$ cat config.mk
export PLATFORM = sky130hd
export DESIGN_NAME = ram_bist_ctrl
export DESIGN_NICKNAME = d
export VERILOG_FILES = /design/src/rtl/ram_bist_ctrl.sv
export SDC_FILE = /design/constraint.sdc
export NUM_CORES = 1
export LEC_CHECK = 0
export CORE_MARGIN = 1.5
export CORE_UTILIZATION = 45
export CTS_CLUSTER_DIAMETER = 120
export CTS_CLUSTER_SIZE = 16
export DETAILED_ROUTE_END_ITERATION = 10
export SYNTH_ARGS = -nofsm -noshare
export SYNTH_HDL_FRONTEND = slang
export SYNTH_SLANG_ARGS = --single-unit
$ cat constraint.sdc
create_clock -name clk_100 -period 4.3 [get_ports clk_100]
set_clock_uncertainty 0.2 [all_clocks]
set_input_delay 0.43 -clock clk_100 [delete_from_list [all_inputs] [get_ports clk_100]]
set_output_delay 0.43 -clock clk_100 [all_outputs]
set_load 0.05 [all_outputs]
$ cat src/rtl/ram_bist_ctrl.sv
// RAM with built-in self-test: writes a mode-selected pattern to every word, reads it back and compares.
// Optional error injection on the write path is enabled by defining RAM_BIST_ERR_INJECT_EN.
module ram_bist_ctrl #(
  parameter int DATA_W = 4,
  parameter int ADDR_W = 4,
  parameter int DEPTH  = 16,
  parameter int ERR_W  = 8
) (
  input  logic              clk_100,
  input  logic              rst_n,
  input  logic              start,
  input  logic [1:0]        mode,
  output logic              busy,
  output logic              done,
  output logic              pass,
  output logic [ERR_W-1:0]  err_cnt,
  output logic [ADDR_W-1:0] first_err_addr,
  output logic [DATA_W-1:0] data_out
`ifdef RAM_BIST_ERR_INJECT_EN
  ,
  input  logic              inj_en,
  input  logic [ADDR_W-1:0] inj_addr
`endif
);

  typedef enum logic [2:0] {IDLE, WRITE, READ, DRAIN, DONE} state_t;

  localparam logic [ADDR_W-1:0] LAST_ADDR = ADDR_W'(DEPTH - 1);

  state_t              state, state_next;
  logic [ADDR_W-1:0]   addr;
  logic [1:0]          mode_q;
  logic                at_last;
  logic                accept;
  logic                inj_hit;
  logic [DATA_W-1:0]   wdata;
  logic [DATA_W-1:0]   rdata;
  logic                cmp_valid;
  logic [DATA_W-1:0]   exp_q;
  logic [ADDR_W-1:0]   cmp_addr_q;
  logic                mismatch;
  logic [DATA_W-1:0]   mem [DEPTH];

  function automatic logic [DATA_W-1:0] pattern(input logic [1:0] m, input logic [ADDR_W-1:0] a);
    logic [DATA_W+ADDR_W-1:0] wide;
    logic [DATA_W-1:0]        a_ext;
    logic [DATA_W-1:0]        alt;
    int unsigned              sh;
    wide  = {{DATA_W{1'b0}}, a};
    a_ext = wide[DATA_W-1:0];
    for (int i = 0; i < DATA_W; i++) alt[i] = ((DATA_W - 1 - i) % 2 == 0);
    sh = 32'(a) % 32'(DATA_W);
    case (m)
      2'd0:    pattern = a_ext;
      2'd1:    pattern = a[0] ? alt : ~alt;
      2'd2:    pattern = ~a_ext;
      default: pattern = DATA_W'(1) << sh;
    endcase
  endfunction

  assign at_last = (addr == LAST_ADDR);
  assign accept  = start && (state == IDLE || state == DONE);

`ifdef RAM_BIST_ERR_INJECT_EN
  assign inj_hit = inj_en && (addr == inj_addr);
`else
  assign inj_hit = 1'b0;
`endif

  assign wdata    = pattern(mode_q, addr) ^ {{(DATA_W-1){1'b0}}, inj_hit};
  assign mismatch = cmp_valid && (rdata != exp_q);

  // Memory contents survive reset on purpose; only the sequencer is cleared.
  always_ff @(posedge clk_100) begin
    if (state == WRITE) mem[addr] <= wdata;
    rdata <= mem[addr];
  end

  always_ff @(posedge clk_100 or negedge rst_n) begin
    if (!rst_n) state <= IDLE;
    else        state <= state_next;
  end

  always_comb begin
    state_next = state;
    busy       = 1'b0;
    done       = 1'b0;
    case (state)
      IDLE:  if (start) state_next = WRITE;
      WRITE: begin
        busy = 1'b1;
        if (at_last) state_next = READ;
      end
      READ: begin
        busy = 1'b1;
        if (at_last) state_next = DRAIN;
      end
      DRAIN: begin
        busy       = 1'b1;
        state_next = DONE;
      end
      DONE: begin
        done = 1'b1;
        if (start) state_next = WRITE;
      end
      default: state_next = IDLE;
    endcase
  end

  // Expected word and address trail the read address by one cycle to meet the registered read data.
  always_ff @(posedge clk_100 or negedge rst_n) begin
    if (!rst_n) begin
      addr           <= '0;
      mode_q         <= '0;
      cmp_valid      <= 1'b0;
      exp_q          <= '0;
      cmp_addr_q     <= '0;
      err_cnt        <= '0;
      first_err_addr <= '0;
      pass           <= 1'b0;
      data_out       <= '0;
    end else begin
      cmp_valid  <= (state == READ);
      exp_q      <= pattern(mode_q, addr);
      cmp_addr_q <= addr;
      if (accept) begin
        mode_q         <= mode;
        addr           <= '0;
        err_cnt        <= '0;
        first_err_addr <= '0;
        pass           <= 1'b0;
      end else if (state == WRITE || state == READ) begin
        addr <= at_last ? '0 : addr + 1'b1;
      end
      if (cmp_valid) data_out <= rdata;
      if (mismatch) begin
        if (err_cnt != '1) err_cnt <= err_cnt + 1'b1;
        if (err_cnt == '0) first_err_addr <= cmp_addr_q;
      end
      if (state == DRAIN) pass <= (err_cnt == '0) && !mismatch;
    end
  end

endmodule

==> results of run 1 <==
==> final cells by class <==
cell class              instances  area share, %
clock buffers                   9           2.50
clock inverters                 7           1.57
inverters                      18           1.36
multi-input cells             154           28.0
flip-flops and latches        103           58.1
well taps                     129           3.26
repair buffers                 27           5.21
==> cell families (layout without fill, tap and decap cells) <==
kind of cell	after synthesis	count (layout)	share of synthesized area, %
DFF	103	103	65.8
adders and majority gates	6	6	1.72
xor gates and xnor gates	7	7	1.40
and+or+nand+nor	71	71	7.46
AOI/OAI and AO/OA	37	37	6.06
muxes	33	33	14.9
buffers and inverters	28	61	2.74
==> worst reg2reg max path, delay by kind of cell, from the launching register on <==
kind                   cells  cell delay [ps]
AOI/OAI and AO/OA          2             1210
buffers and inverters      1              240
DFF                        1              960
and+or+nand+nor            1               60
==> worst min path at each step <==
stage | from | endpoint | cells after the start
detailed placement | cmp_addr_q[2] | first_err_addr[2] | 2
global placement | pass | pass | 2
floorplan | rst_n | addr[0] | 0
global route | cmp_addr_q[2] | first_err_addr[2] | 2
finish | cmp_addr_q[2] | first_err_addr[2] | 2
CTS | cmp_addr_q[2] | first_err_addr[2] | 2
==> sequential cells by signal, indices dropped and copies added (netlist names) <==
name	flops
cmp_valid	1
mem	64
rdata	4
mode_q	2
pass	1
exp_q	4
data_out	4
addr	4
first_err_addr	4
state	3
cmp_addr_q	4
err_cnt	8
==> through the flow <==
step	instances	area [µm²]	hold slack, ps	total power [µW]
floorplan	285	4380	-65.6	2410
global placement	430	4730	284	2760
detailed placement	430	4730	296	2780
CTS	447	4940	311	3390
global route	447	4950	327	3540
finish	447	4950	306	3370
==> where the power goes <==
group / internal [µW] / switching [µW] / leakage (µW)
registers: 1480 / 203 / 0.00107
clock network: 277 / 340 / 0.000102
logic: 418 / 651 / 0.000640
==> layer usage <==
layer	track usage, %	share of wire (%)
met4	5.34	0.85
met3	3.31	4.6
met1	26.8	48
met2	27.4	47
met5	0	0
==> cells in the final DEF, fill, tap and decap left out, types with 4 or more instances in the layout <==
| master | Yosys | routed |
|---|---|---|
| edfxtp_1 | 64 | 64 |
| dfrtp_1 | 35 | 35 |
| clkdlybuf4s50_1 | 0 | 22 |
| nor2_1 | 21 | 21 |
| nand2_1 | 21 | 21 |
| inv_1 | 17 | 17 |
| mux4_1 | 16 | 16 |
| nand3_1 | 9 | 9 |
| a21oi_1 | 9 | 9 |
| clkbuf_8 | 0 | 9 |
| o21ai_0 | 8 | 8 |
| mux2_2 | 8 | 8 |
| nor3_1 | 6 | 6 |
| ha_1 | 6 | 6 |
| xor2_1 | 5 | 5 |
| mux2i_1 | 5 | 5 |
| o211ai_1 | 4 | 4 |
| or3_1 | 4 | 4 |
| mux4_2 | 4 | 4 |
| dfxtp_1 | 4 | 4 |
==> repair_timing <==
action                    CTS  global route
buffers inserted            0             0
hold endpoints to repair   35             0
hold buffers                1             0
==> flow_metrics.tcl, run 1 <==
set metrics [dict create \
    status "completed" \
    min_path_type "reg -> reg" \
    rows 35 \
    yosysSeqAreaShare_pct 65.8 \
    cp-start-kind "flip-flop" \
    clock_path_buffers 2 \
    yosys.area.top_type_share_pct 43.9 \
    finalSetupTns_ps 0 \
    crit_cells 4 \
    slew_viol_final 0 \
    final_util_pct 53.1 \
    cts_max_level 3 \
    fp.dieH_um 102 \
    port_buffers 23 \
    hold_violations 0 \
    antennaDiodeCount 0 \
    ys_warn_count 0 \
    ys_types 43 \
    rsz0062_at_grt "false" \
    rrSetupSlack_ps 1240 \
    syn2layout_area_growth_pct 13.1 \
    p_leak_uw 0.00181 \
    drive_above_1_share_pct 11.3 \
    grt_max_degree 36 \
    synth_cells 285 \
    irDropWorstVdd_v 0.000428 \
    clockRootBuffer "clkbuf_8" \
    drt_pass1_iterations 4 \
    crit_start "addr[1]" \
    crit_path_end "mem[11][1]" \
    async_reset_ff_share_pct 34.0 \
    dieArea_um2 10300 \
    fillCellCount 791 \
    post-place-ws_ps 1240 \
    vias_per_cell 5.59 \
    coreArea_um2 9330 \
    wl_mm 8.67 \
    max-cap-violations 0 \
    synth_area_um2 4380 \
    yosysMostFrequentCell "edfxtp_1" \
    path_cells "inv_1 -> o21ai_0 -> nor2_1 -> a21oi_1" \
    nets 324 \
    synth_edf_count 64 \
    synth_ff_type "edfxtp_1" \
    multi_input_area_um2 1390 \
    timing.rr.start "addr[1]" \
    slew_headroom_pct 16.3 \
    cp_max_fo 23 \
    yosys-top-cells-count "edfxtp_1 (64), dfrtp_1 (35), nand2_1 (21), nor2_1 (21), inv_1 (17)" \
    path_class "reg -> reg" \
    syn-num-nets 296 \
    avgSynthCellArea_um2 15.4 \
    end_kind "flip-flop" \
    antenna_left 0 \
    crit_family "compound AO/OA/AOI/OAI gates" \
    clock_sinks 103 \
    clock_latency_ps 360 \
    slowest_delay_ps 960 \
    arrival_ps 2840 \
    num_vias 2497 \
    grt_pass1_wl_mm 13.3 \
    antenna_found_initial 0 \
    regArea_um2 2880 \
    dp_hpwl_mm 5.79 \
    fin_crit_sh_pct 71.1 \
    yosysTopAreaCell "edfxtp_1" \
    clk_pin_slew_ps 100 \
    drtIter0Drc 154 \
    cts_resized 0 \
    r2r-end "mem[11][1]" \
    r2r.worst_path.cells 4 \
    ys_ff_latch 103 \
    cellPowerDensity_nw_per_um2 681 \
    setup_violations 0 \
    place.gp.congestion 0.839 \
    cts_tree "done" \
    die_x_um 102 \
    fmax_mhz 327 \
    avgRoutedWirePerCell_um 19.4 \
    synth_area_leaders "edfxtp_1 (44%), dfrtp_1 (20%), mux4_1 (9.6%), mux2_2 (2.1%), mux4_2 (2.1%)" \
    drcViolationCount 0 \
    finalWorstSetupSlack_ps 1240 \
    required_ps 4080 \
    cts_buffers 9 \
    worst_pin_slew_ps 1250 \
    overflow 0 \
    ioPinCount 24 \
    slowest_stage "dfrtp_1" \
    path_buf_inv 1 \
    min_period_ps 3060 \
    grt_pass1_vias 2348 \
    grt_use_total_pct 18.1 \
    start_util_pct 46.9 \
]
Note: power is estimated with default switching activity, not from simulation.
==> run 2: changes to the inputs <==
==> constraint.sdc (replaced) <==
create_clock -name clk_100 -period 3 [get_ports clk_100]
set_clock_uncertainty 0.2 [all_clocks]
set_input_delay 0.3 -clock clk_100 [delete_from_list [all_inputs] [get_ports clk_100]]
set_output_delay 0.3 -clock clk_100 [all_outputs]
set_load 0.05 [all_outputs]
==> run 2 against run 1 <==
  * Register-to-register slack worse by 660 ps
  * Flip-flop and latch count unchanged
  * Largest power group unchanged
  * Die area unchanged
  * Final area down 0.13%
  * Combinational power up 47%
  * Setup slack worse by 940 ps
==> flow_metrics.tcl, run 2 (synthesized netlist as in run 1, its figures left out) <==
set metrics [dict create \
    required_ps 2500 \
    path_class "reg -> out" \
    fillCellCount 778 \
    start_util_pct 46.9 \
    antennaDiodeCount 0 \
    final_cell_mix "edfxtp_1 (64), dfrtp_1 (35), clkdlybuf4s50_1 (22), nor2_1 (21), nand2_1 (21)" \
    crit_path_end "done" \
    place.gp.congestion 0.829 \
    slew_viol_final 0 \
    top_register "mem" \
    final_common_cell "edfxtp_1" \
    drtIter0Drc 174 \
    fin_area_um2 4940 \
    avgRoutedWirePerCell_um 19.0 \
    rows 35 \
    regArea_um2 2880 \
    cellPowerDensity_nw_per_um2 961 \
    clk_pin_slew_ps 100 \
    end_kind "output pin" \
    num_vias 2483 \
    setup_violations 0 \
    final_util_pct 53.0 \
    drcViolationCount 0 \
    max-cap-violations 0 \
    cts_max_level 3 \
    ioPinCount 24 \
    reg_top3 "mem x64, err_cnt x8" \
    cts_buffers 9 \
    dp_hpwl_mm 5.82 \
    overflow 0 \
    cp_max_fo 7 \
    crit_start "state[0]" \
    cts_tree "done" \
    hold_ws_ps 303 \
    min_period_ps 2700 \
    finalSetupTns_ps 0 \
    wl_mm 8.57 \
    dieArea_um2 10300 \
    slew_headroom_pct 48.9 \
    r2r.worst_path.cells 3 \
    fp.dieH_um 102 \
    grt_max_degree 36 \
    antenna_found_initial 0 \
    vias_per_cell 5.51 \
    grt_pass1_vias 2466 \
    p_total_uw 4750 \
    irDropWorstVdd_v 0.000845 \
    cp-start-kind "flip-flop" \
    cts_resized 0 \
    placedInstanceArea_um2 4760 \
    drt_pass1_iterations 4 \
    arrival_ps 2200 \
    rsz0062_at_grt "false" \
    status "completed" \
    hold_violations 0 \
    clockRootBuffer "clkbuf_8" \
    rrSetupSlack_ps 580 \
    syn2layout_area_growth_pct 13.0 \
    grt_pass1_wl_mm 13.8 \
    worst_pin_slew_ps 767 \
    antenna_left 0 \
    multi_input_area_um2 1380 \
    clock_sinks 103 \
    port_buffers 23 \
    timing.rr.start "addr[0]" \
    p_leak_uw 0.00181 \
    r2r-end "rdata[3]" \
    grt_use_total_pct 18.5 \
    drive_above_1_share_pct 12.1 \
    die_x_um 102 \
    coreArea_um2 9330 \
    fmax_mhz 371 \
    clock_latency_ps 360 \
    fin_crit_sh_pct 89.8 \
    clock_path_buffers 2 \
    largest_reg_flops 64 \
    nets 328 \
    min_path_type "reg -> reg" \
]
## run 2: report_power, final
part / switching (µW) / internal (µW) / total, µW
sequential: 277 / 2120 / 2400
clock: 481 / 303 / 783
combinational: 935 / 639 / 1570
total: 1690 / 3060 / 4750
## run 2: cell type report
cell class                      count  area share [%]
Clock inverter                      7           0.962
Timing Repair Buffer               31            5.82
Inverter                           18            1.37
Clock buffer                        9            2.51
Tap cell                          129            3.26
Sequential cell                   103            58.2
Multi-Input combinational cell    154            27.9
## run 2: metrics by stage
step           worst slack, ps  std cells
4_1_cts                    302        451
5_1_grt                    176        451
6_report                   305        451
2_1_floorplan              879        285
3_3_place_gp               678        434
3_5_place_dp               565        434
## run 2: repair_timing
action,CTS,global route
buffers inserted,0,0
endpoints found under the hold margin,35,0
hold buffers,1,0
## run 2: worst max-delay path, stage by stage (launching register included)
cell and delay [ps]:
dfrtp_1 420, nor2_1 430, nand2_1 130, inv_1 70
clkdlybuf4s50_1 790
## run 2: worst min-delay path by stage
stage / start / end / slack (ps) / depth (start not counted)
3_3_place_gp: rst_n / err_cnt[4] / 220 / 1
6_report: cmp_addr_q[1] / first_err_addr[1] / 300 / 2
2_1_floorplan: rst_n / addr[0] / -200 / 0
5_1_grt: cmp_addr_q[1] / first_err_addr[1] / 330 / 2
3_5_place_dp: rst_n / err_cnt[4] / 220 / 1
4_1_cts: cmp_addr_q[1] / first_err_addr[1] / 310 / 2
## run 2: layer usage
| layer | up-vias | wire (µm) | GRT usage (%) |
|---|---|---|---|
| met4 | 0 | 182 | 8.23 |
| li1 | 1152 | - | - |
| met2 | 55 | 4010 | 27.6 |
| met3 | 13 | 253 | 3.24 |
| met1 | 1263 | 4130 | 26.7 |
| met5 | - | 0 | 0 |
==> run 3: changes to the inputs <==
--- a/config.mk
+++ b/config.mk
@@ -5,6 +5,7 @@
 export SDC_FILE = /design/constraint.sdc
 export NUM_CORES = 1
 export LEC_CHECK = 0
+export CAP_MARGIN = 20
 export CORE_MARGIN = 1.5
 export CORE_UTILIZATION = 45
 export CTS_CLUSTER_DIAMETER = 120
==> results of run 3 <==
The final DEF is identical to that of run 2; final timing and power are the same.
